`config.mk`:
```
export PLATFORM = sky130hd
export DESIGN_NAME = pc_fetch_ctrl
export DESIGN_NICKNAME = d
export VERILOG_FILES = /design/src/rtl/pc_fetch_pkg.sv /design/src/rtl/branch_lut.sv /design/src/rtl/pc_fetch_ctrl.sv
export SDC_FILE = /design/constraint.sdc
export NUM_CORES = 1
export LEC_CHECK = 0
export ABC_AREA = 1
export ABC_CLOCK_PERIOD_IN_PS = 1760
export CAP_MARGIN = 20
export CORE_ASPECT_RATIO = 0.7
export CORE_MARGIN = 4
export CORE_UTILIZATION = 55
export DETAILED_ROUTE_END_ITERATION = 10
export DONT_BUFFER_PORTS = 1
export GPL_TIMING_DRIVEN = 1
export HOLD_SLACK_MARGIN = 0.15
export PLACE_DENSITY = 0.81
export SETUP_SLACK_MARGIN = 0.15
export SYNTH_ARGS = -nofsm -noshare
export SYNTH_HDL_FRONTEND = slang
export SYNTH_SLANG_ARGS = --single-unit
```
`constraint.sdc`:
```
create_clock -name clk -period 1.76 [get_ports clk]
set_clock_uncertainty 0.2 [all_clocks]
set_input_delay 0.352 -clock clk [delete_from_list [all_inputs] [get_ports clk]]
set_output_delay 0.352 -clock clk [all_outputs]
set_load 0.1 [all_outputs]
```
`src/rtl/pc_fetch_pkg.sv`:
```
// rtl/pc_fetch_pkg.sv - shared types, default sizes and helpers for the PC fetch stage
//
// Contents:
//   run_state_e    run-control FSM states (IDLE, RUN, HALT)
//   *_DEF          default PC width, branch offset width and target LUT depth
//   sign_extend32  sign-extends the low 'width' bits of a value to 32 bits
package pc_fetch_pkg;

    localparam int PC_W_DEF      = 10;
    localparam int OFS_W_DEF     = 6;
    localparam int LUT_DEPTH_DEF = 8;

    typedef enum logic [1:0] {
        IDLE = 2'd0,
        RUN  = 2'd1,
        HALT = 2'd2
    } run_state_e;

    // Shift the field to the top of the word, then arithmetic-shift it back
    // so the field's MSB fills every upper bit.
    function automatic logic [31:0] sign_extend32(input logic [31:0] val,
                                                  input int unsigned width);
        logic signed [31:0] t;
        t = signed'(val << (32 - width));
        return unsigned'(t >>> (32 - width));
    endfunction

endpackage

```
`src/rtl/branch_lut.sv`:
```
// rtl/branch_lut.sv - branch-target lookup table, one sync write port, one async read port
//
// Ports:
//   clk       system clock, rising edge
//   reset_n   asynchronous active-low reset; clears every entry to 0
//   i_we      write enable
//   i_waddr   write index
//   i_wdata   write data (branch target)
//   i_raddr   read index
//   o_rdata   combinational read data
//
// Same-index write and read in one cycle returns the old entry; the new
// value appears after the clock edge.
module branch_lut #(
    parameter int DEPTH = 8,
    parameter int DW    = 10
) (
    input  logic                     clk,
    input  logic                     reset_n,
    input  logic                     i_we,
    input  logic [$clog2(DEPTH)-1:0] i_waddr,
    input  logic [DW-1:0]            i_wdata,
    input  logic [$clog2(DEPTH)-1:0] i_raddr,
    output logic [DW-1:0]            o_rdata
);

    logic [DW-1:0] r_mem [DEPTH];

    always_ff @(posedge clk or negedge reset_n) begin
        if (!reset_n) begin
            for (int i = 0; i < DEPTH; i++) begin
                r_mem[i] <= '0;
            end
        end else if (i_we) begin
            r_mem[i_waddr] <= i_wdata;
        end
    end

    assign o_rdata = r_mem[i_raddr];

endmodule

```
`src/rtl/pc_fetch_ctrl.sv`:
```
// rtl/pc_fetch_ctrl.sv - program counter and run-control FSM feeding instruction fetch
//
// Ports:
//   clk, reset_n     clock (rising edge) and asynchronous active-low reset
//   start            1-cycle pulse; (re)launches the program at address 0
//   stall            hold pc and ignore the branch this cycle
//   do_branch        branch taken for the instruction at pc
//   is_lookup        branch target comes from the LUT instead of pc+offset
//   is_done          instruction at pc is DONE; enter HALT
//   br_field         signed relative offset, or LUT index in its low bits
//   lut_we/lut_waddr/lut_wdata   LUT write port, accepted in any state
//   pc               instruction-memory address
//   fetch_valid      high while running
//   done             high while halted
//   branch_count     (PC_BRANCH_CNT_EN only) saturating count of taken branches
//
// Optional feature macro: PC_BRANCH_CNT_EN
module pc_fetch_ctrl
    import pc_fetch_pkg::*;
#(
    parameter int PC_W      = PC_W_DEF,
    parameter int OFS_W     = OFS_W_DEF,
    parameter int LUT_DEPTH = LUT_DEPTH_DEF
) (
    input  logic                         clk,
    input  logic                         reset_n,
    input  logic                         start,
    input  logic                         stall,
    input  logic                         do_branch,
    input  logic                         is_lookup,
    input  logic                         is_done,
    input  logic [OFS_W-1:0]             br_field,
    input  logic                         lut_we,
    input  logic [$clog2(LUT_DEPTH)-1:0] lut_waddr,
    input  logic [PC_W-1:0]              lut_wdata,
    output logic [PC_W-1:0]              pc,
    output logic                         fetch_valid,
    output logic                         done
`ifdef PC_BRANCH_CNT_EN
    ,
    output logic [15:0]                  branch_count
`endif
);

    localparam int LUT_AW = $clog2(LUT_DEPTH);

    run_state_e      r_state;
    run_state_e      w_state_nxt;
    logic [PC_W-1:0] r_pc;
    logic [PC_W-1:0] w_pc_nxt;
    logic [PC_W-1:0] w_pc_inc;
    logic [PC_W-1:0] w_pc_rel;
    logic [PC_W-1:0] w_lut_rdata;
    logic [31:0]     w_ofs_ext;
    logic            r_fetch_valid;
    logic            r_done;
    logic            w_branch_taken;
    logic            w_cnt_clear;

    branch_lut #(
        .DEPTH (LUT_DEPTH),
        .DW    (PC_W)
    ) u_branch_lut (
        .clk     (clk),
        .reset_n (reset_n),
        .i_we    (lut_we),
        .i_waddr (lut_waddr),
        .i_wdata (lut_wdata),
        .i_raddr (br_field[LUT_AW-1:0]),
        .o_rdata (w_lut_rdata)
    );

    // Relative target: add in 32 bits then truncate, giving modulo-2^PC_W wrap.
    assign w_ofs_ext = sign_extend32(32'(br_field), OFS_W);
    assign w_pc_rel  = PC_W'(32'(r_pc) + w_ofs_ext);
    assign w_pc_inc  = r_pc + PC_W'(1);

    always_comb begin
        w_state_nxt    = r_state;
        w_pc_nxt       = r_pc;
        w_branch_taken = 1'b0;
        w_cnt_clear    = 1'b0;
        case (r_state)
            IDLE: begin
                if (start) begin
                    w_state_nxt = RUN;
                    w_pc_nxt    = '0;
                    w_cnt_clear = 1'b1;
                end
            end
            RUN: begin
                if (start) begin
                    w_pc_nxt    = '0;
                    w_cnt_clear = 1'b1;
                end else if (stall) begin
                    w_pc_nxt = r_pc;
                end else if (is_done) begin
                    w_state_nxt = HALT;
                end else if (do_branch) begin
                    w_branch_taken = 1'b1;
                    w_pc_nxt       = is_lookup ? w_lut_rdata : w_pc_rel;
                end else begin
                    w_pc_nxt = w_pc_inc;
                end
            end
            HALT: begin
                if (start) begin
                    w_state_nxt = RUN;
                    w_pc_nxt    = '0;
                    w_cnt_clear = 1'b1;
                end
            end
            default: begin
                w_state_nxt = IDLE;
                w_pc_nxt    = '0;
            end
        endcase
    end

    // Status outputs are registered from the next state so they switch on
    // the same edge as the state itself.
    always_ff @(posedge clk or negedge reset_n) begin
        if (!reset_n) begin
            r_state       <= IDLE;
            r_pc          <= '0;
            r_fetch_valid <= 1'b0;
            r_done        <= 1'b0;
        end else begin
            r_state       <= w_state_nxt;
            r_pc          <= w_pc_nxt;
            r_fetch_valid <= (w_state_nxt == RUN);
            r_done        <= (w_state_nxt == HALT);
        end
    end

    assign pc          = r_pc;
    assign fetch_valid = r_fetch_valid;
    assign done        = r_done;

`ifdef PC_BRANCH_CNT_EN
    logic [15:0] r_branch_count;

    always_ff @(posedge clk or negedge reset_n) begin
        if (!reset_n) begin
            r_branch_count <= '0;
        end else if (w_cnt_clear) begin
            r_branch_count <= '0;
        end else if (w_branch_taken && (r_branch_count != 16'hFFFF)) begin
            r_branch_count <= r_branch_count + 16'd1;
        end
    end

    assign branch_count = r_branch_count;
`else
    logic w_unused_cnt;
    assign w_unused_cnt = w_branch_taken ^ w_cnt_clear;
`endif

endmodule
```
==> results.json, run 1 <==
{
  "post-dp-hpwl_um": 9090,
  "synthTopCellsByCount": "nand2_1 (217), dfrtp_1 (94), o21ai_0 (84)",
  "vdd_drop_max_v": 0.000606,
  "crit_family": "simple AND/OR/NAND/NOR gates",
  "grt_pass1_vias": 4710,
  "die_h_um": 87.7,
  "crit_chain": "ha_4 > fa_2 > or2_2 > a21oi_2 > nand2_1 > nand3_1 > nand2_1",
  "syn_to_final_growth_pct": 27.8,
  "synthTopCellsByArea": "dfrtp_1 (47%), nand2_1 (16%), o21ai_0 (8.4%), nand3_1 (6.9%), inv_1 (3.2%)",
  "post-route-period-util_pct": 118,
  "num_vias": 4914,
  "worst_path_most_repeated_cell": "nand2_1",
  "antenna_found_initial": 0,
  "synth.avg_cell_area_um2": 7.61,
  "gp_congestion": 0.904,
  "htreeDepth": 3,
  "yosysTopAreaCellShare_pct": 47.2,
  "synth-seq-cells": 94,
  "tns_ns": -1.97,
  "wire_per_inst_um": 18.5,
  "cts_inserted_buffers": 9,
  "synth_most_common_cell": "nand2_1",
  "worstMarginPinSlew_ns": 0.381,
  "ios": 39,
  "synth_edf_count": 0,
  "cp_data_arrival_time_ns": 2.11,
  "fp-row-count": 28,
  "fin_nets": 740,
  "hold_viol_final": 101,
  "fp.coreArea_um2": 8650,
  "criticalPathCategory": "register to register",
  "floorplan.initialDensity_pct": 57.6,
  "cts_root_buf": "clkbuf_16",
  "synth_fp_nets": 693,
  "synth_top_cell_by_area": "dfrtp_1",
  "grt_pass1_wl_um": 24000,
  "violations": "negative hold slack, negative setup slack",
  "fin_crit_ns": 2.07,
  "cts_sinks": 94,
  "cp.required_ns": 1.79,
  "grt_max_degree": 95,
  "setup_ws_ns": -0.315,
  "synthCells": 655,
  "drtIter0Drc": 677,
  "ys_seq_area_share_pct": 47.2,
  "synthArstFlopShare_pct": 100,
  "drv_cap": 0,
  "cp_num_buf_inv": 0,
  "rsz0062_at_grt": "true",
  "place_ws_ns": -0.259,
  "via_per_inst": 5.94,
  "ys.flop_type": "dfrtp_1",
  "outcome": "finished with violations",
  "drtAntennaViolNets": 0,
  "synth_cell_type_count": 33,
  "ys.warnings.count": 0,
  "first_pass_iters": 5,
  "power_leakage_uw": 0.00298,
  "gr-total-overflow": 0,
  "crit_path_start_kind": "register",
  "die_area_um2": 10700,
  "slew_violations": 0,
  "antennaDiodeCount": 0,
  "fill_cells": 627,
  "relSlewSlack_pct": 74.6,
  "worstHoldPathType": "input port to asynchronous set/reset pin",
  "cts_tree": "done",
  "max_freq_mhz": 482,
  "worstSkewPairLatency_ns": 0.35,
  "critPathMaxStageDelay_ns": 0.49,
  "grt_usage_pct": 29.2,
  "power.density_nw_per_um2": 1260,
  "end_kind": "register",
  "setup_violations": 11,
  "wl_um": 15300,
  "drc": 0,
  "worst-path-max-fanout": 3,
  "clk_transition_reported_paths_ns": 0.07,
  "die_w_um": 122,
  "synth_area_um2": 4990,
  "hold_ws_ns": -0.508,
  "cts_buffer_depth": 2,
  "numPortBuffers": 0,
  "layout-drive-gt1-share_pct": 19.2,
  "slowest_stage": "dfrtp_4"
}
[logic make-up after synthesis]
kind of cell,count (synthesis),synth area share (%)
and+or+nand+nor,331,27.8
AOI/OAI and AO/OA,133,14.4
DFF,94,47.2
buffers and inverters,81,6.82
adders and majority gates,11,2.91
xor gates and xnor gates,5,0.878
[registers in the layout, indices dropped and copies added (netlist names)]
register,count
fetch_valid,1
r_state,2
pc,10
done,1
u_branch_lut.r_mem,80
[where the power goes]
group	internal [µW]	total, µW	leakage, µW	switching (µW)
Clock	1130	1980	0.000148	845
Sequential	2640	2940	0.00117	306
Combinational	1240	3120	0.00166	1880
[area by class of cell]
type / instances / area, µm² / share of cell area (%)
multi-input cells: 480 / 2600 / 40.8
flip-flops and latches: 94 / 2390 / 37.4
repair inverters: 1 / 5.00 / 0.0785
well taps: 120 / 150 / 2.36
inverters: 48 / 184 / 2.89
clock inverters: 6 / 61.3 / 0.962
repair buffers: 68 / 749 / 11.8
clock buffers: 10 / 239 / 3.75
[stage by stage]
stage          cell area, µm²  util [%]  power (µW)  hold slack, ns  cells
3_3_place_gp             5470      63.2        5180          -0.141    784
4_1_cts                  6210      71.8        7700          -0.515    818
3_5_place_dp             5470      63.2        5300          -0.141    784
6_report                 6370      73.6        8040          -0.508    827
2_1_floorplan            5110         -        4660          -0.144    655
5_1_grt                  6370      73.6        8420          -0.525    827
[worst paths after layout]
path | startpoint | to | slack, ns | depth (start not counted)
worst max-delay path | pc[0]$_DFFE_PN0P_ | pc[2]$_DFFE_PN0P_ | -0.31 | 7
worst min-delay path | reset_n | u_branch_lut.r_mem[2]$_DFFE_PN0P_ | -0.51 | 0
worst max register to register | pc[0]$_DFFE_PN0P_ | pc[2]$_DFFE_PN0P_ | -0.31 | 7
worst min register to register | u_branch_lut.r_mem[31]$_DFFE_PN0P_ | u_branch_lut.r_mem[31]$_DFFE_PN0P_ | 0.29 | 2
max in group asynchronous | reset_n | pc[2]$_DFFE_PN0P_ | 1.72 | 0
min in group clk | do_branch | pc[1]$_DFFE_PN0P_ | -0.05 | 2
[metal layers]
metal  wire length [µm]  share of wire, %  track usage, %  up-vias
met5                  0                 0               0        -
met4                632               4.1            13.7        0
met3               1360               8.9            7.88       67
met2               7060                46            45.8      273
met1               6260                41            38.2     2337
li1                   -                 -               -     2237
[timing repair]
item,4_1_cts,5_1_grt
hold buffers,13,1
gates resized for setup,62,23
buffers inserted,5,7
pin swaps,15,10
gates cloned,0,1
setup endpoints to repair,19,20
endpoints found under the hold margin,185,105
[worst register-to-register path, cell delays in order, from the launching register on]
cell and delay, ns:
dfrtp_4 0.49, ha_4 0.17, fa_2 0.37, or2_2 0.31
a21oi_2 0.14, nand2_1 0.10, nand3_1 0.10, nand2_1 0.08
[cell usage in the layout, fill, tap and decap left out, types with 13 or more instances in the layout]
cell | netlist | final
inv_1 | 42 | 41
nand3_1 | 69 | 61
buf_12 | 0 | 13
nand2_1 | 217 | 205
buf_4 | 4 | 31
nor2_1 | 28 | 23
dlygate4sd3_1 | 0 | 14
o21ai_1 | 13 | 13
o21ai_0 | 84 | 84
a21oi_1 | 21 | 17
dfrtp_1 | 94 | 85
No activity file was read; power rests on OpenSTA's default activity.
==> run 2, diff against run 1 <==
--- a/config.mk
+++ b/config.mk
@@ -11,6 +11,7 @@
 export CORE_ASPECT_RATIO = 0.7
 export CORE_MARGIN = 4
 export CORE_UTILIZATION = 55
+export CTS_CLUSTER_DIAMETER = 50
 export DETAILED_ROUTE_END_ITERATION = 10
 export DONT_BUFFER_PORTS = 1
 export GPL_TIMING_DRIVEN = 1
==> constraint.sdc (replaced) <==
create_clock -name clk -period 1.76 [get_ports clk]
set_clock_uncertainty 0.2 [all_clocks]
set_input_delay 0.528 -clock clk [delete_from_list [all_inputs] [get_ports clk]]
set_output_delay 0.528 -clock clk [all_outputs]
set_load 0.1 [all_outputs]
==> results.json, run 2 (synthesis results as in run 1) <==
{
  "placed_cells": 787,
  "layout-drive-gt1-share_pct": 20.7,
  "via_per_inst": 5.95,
  "htreeDepth": 3,
  "first_pass_iters": 6,
  "relSlewSlack_pct": 73.1,
  "hold_ws_ns": -0.330,
  "utilization_pct": 73.6,
  "setup_violations": 18,
  "final_common_cell": "nand2_1",
  "drtAntennaViolNets": 0,
  "die_area_um2": 10700,
  "post-route-period-util_pct": 120,
  "fin_crit_ns": 2.11,
  "ios": 39,
  "worstMarginPinSlew_ns": 0.403,
  "cts_tree": "done",
  "largest_reg_flops": 80,
  "drv_cap": 0,
  "cts_sinks": 94,
  "num_vias": 4933,
  "cts_buffer_depth": 2,
  "slew_violations": 0,
  "final_cell_mix": "nand2_1 (206), o21ai_0 (84), dfrtp_1 (82), nand3_1 (58), inv_1 (41)",
  "numPortBuffers": 0,
  "drc": 0,
  "cts_root_buf": "clkbuf_16",
  "cp_num_buf_inv": 0,
  "grt_usage_pct": 28.4,
  "tns_ns": -3.03,
  "vdd_drop_max_v": 0.000864,
  "crit_chain": "ha_4 > fa_2 > nand3_2 > nand2_4 > nand3_2 > nand2_1 > nand2_1 > nand3_1 > nand2_1 > nand2_1 > nand2_1 > nand2_1",
  "worst-path-max-fanout": 3,
  "wl_um": 15300,
  "max_freq_mhz": 474,
  "cp.required_ns": 1.81,
  "criticalPathCategory": "register to register",
  "crit_path_start_kind": "register",
  "worstSkewPairLatency_ns": 0.35,
  "hold_viol_final": 94,
  "end_kind": "register",
  "post-dp-hpwl_um": 9060,
  "gr-total-overflow": 0,
  "wire_per_inst_um": 18.5,
  "rsz0062_at_grt": "true",
  "floorplan.initialDensity_pct": 57.6,
  "drtIter0Drc": 654,
  "grt_max_degree": 95,
  "power.density_nw_per_um2": 1260,
  "final_cells": 829,
  "p_total_uw": 8000,
  "die_w_um": 122,
  "power_leakage_uw": 0.00298,
  "worst_path_most_repeated_cell": "nand2_1",
  "critPathMaxStageDelay_ns": 0.50,
  "fp-row-count": 28,
  "violations": "negative hold slack, negative setup slack",
  "worstHoldPathType": "input port to asynchronous set/reset pin",
  "syn_to_final_growth_pct": 27.7,
  "grt_pass1_wl_um": 23600,
  "fp.coreArea_um2": 8650,
  "reg2reg_slack_ns": -0.35,
  "antennaDiodeCount": 0,
  "slowest_stage": "dfrtp_4",
  "setup_ws_ns": -0.348,
  "cp_data_arrival_time_ns": 2.15,
  "regMostFlops": "u_branch_lut.r_mem",
  "crit_family": "simple AND/OR/NAND/NOR gates",
  "die_h_um": 87.7,
  "fin_nets": 742,
  "cts_inserted_buffers": 9,
  "gp_congestion": 0.922,
  "antenna_found_initial": 0,
  "clk_transition_reported_paths_ns": 0.07,
  "outcome": "finished with violations",
  "grt_pass1_vias": 4677
}
run 2: cell types whose count changed in the layout (fill, tap and decap cells not counted), moves of 2 or more:
cell,change
dfrtp_1,-3
nand3_1,-3
dlygate4sd3_1,-4
dfrtp_4,+2
buf_4,+9
a21oi_2,+2
nand3_2,+3
run 2: worst register-to-register path: stages (launching register included):
cell and delay, ns:
dfrtp_4 0.50, ha_4 0.18, fa_2 0.36, nand3_2 0.11, nand2_4 0.08, nand3_2 0.10, nand2_1 0.06, nand2_1 0.05
nand3_1 0.09, nand2_1 0.10, nand2_1 0.05, nand2_1 0.06, nand2_1 0.06
run 2: cell type report:
class	count	area, µm²
Timing Repair Buffer	71	751
Fill cell	589	2280
Sequential cell	94	2390
Multi-Input combinational cell	480	2610
Clock buffer	11	253
Clock inverter	5	33.8
Inverter	48	183
Tap cell	120	150
run 2: worst paths after layout:
check	from	end	cells past startpoint
hold reg to reg	u_branch_lut.r_mem[49]$_DFFE_PN0P_	u_branch_lut.r_mem[49]$_DFFE_PN0P_	2
setup reg to reg	pc[0]$_DFFE_PN0P_	pc[6]$_DFFE_PN0P_	12
setup / recovery	pc[0]$_DFFE_PN0P_	pc[6]$_DFFE_PN0P_	12
min in group clk	do_branch	pc[8]$_DFFE_PN0P_	3
max in group asynchronous	reset_n	pc[1]$_DFFE_PN0P_	0
hold / removal	reset_n	u_branch_lut.r_mem[46]$_DFFE_PN0P_	0
run 2: power breakdown:
part           internal (µW)  switching, µW
sequential              2650            407
combinational           1280           1790
clock                   1030            851
run 2: repair_timing:
action | in CTS | in global routing
hold endpoints to repair | 110 | 95
setup endpoints to repair | 21 | 22
hold buffers | 9 | 1
pin swaps | 8 | 31
resized for setup | 53 | 36
setup buffers | 8 | 8
run 2: metrics by stage:
| step | setup WS, ns | area, µm² | hold slack, ns |
|---|---|---|---|
| final | -0.348 | 6370 | -0.330 |
| after global placement | -0.230 | 5480 | 0.0356 |
| after CTS | -0.184 | 6140 | -0.336 |
| after floorplan | -0.328 | 5110 | 0.0324 |
| after detailed placement | -0.262 | 5480 | 0.0348 |
| after global routing | -0.405 | 6370 | -0.342 |
run 2: routing by layer:
layer	share of wire, %	global-route usage, %	routed length, µm
met1	40	38.1	6100
met2	45	45.7	6970
met3	11	8.39	1670
met4	4.0	7.32	610
met5	0	0	0
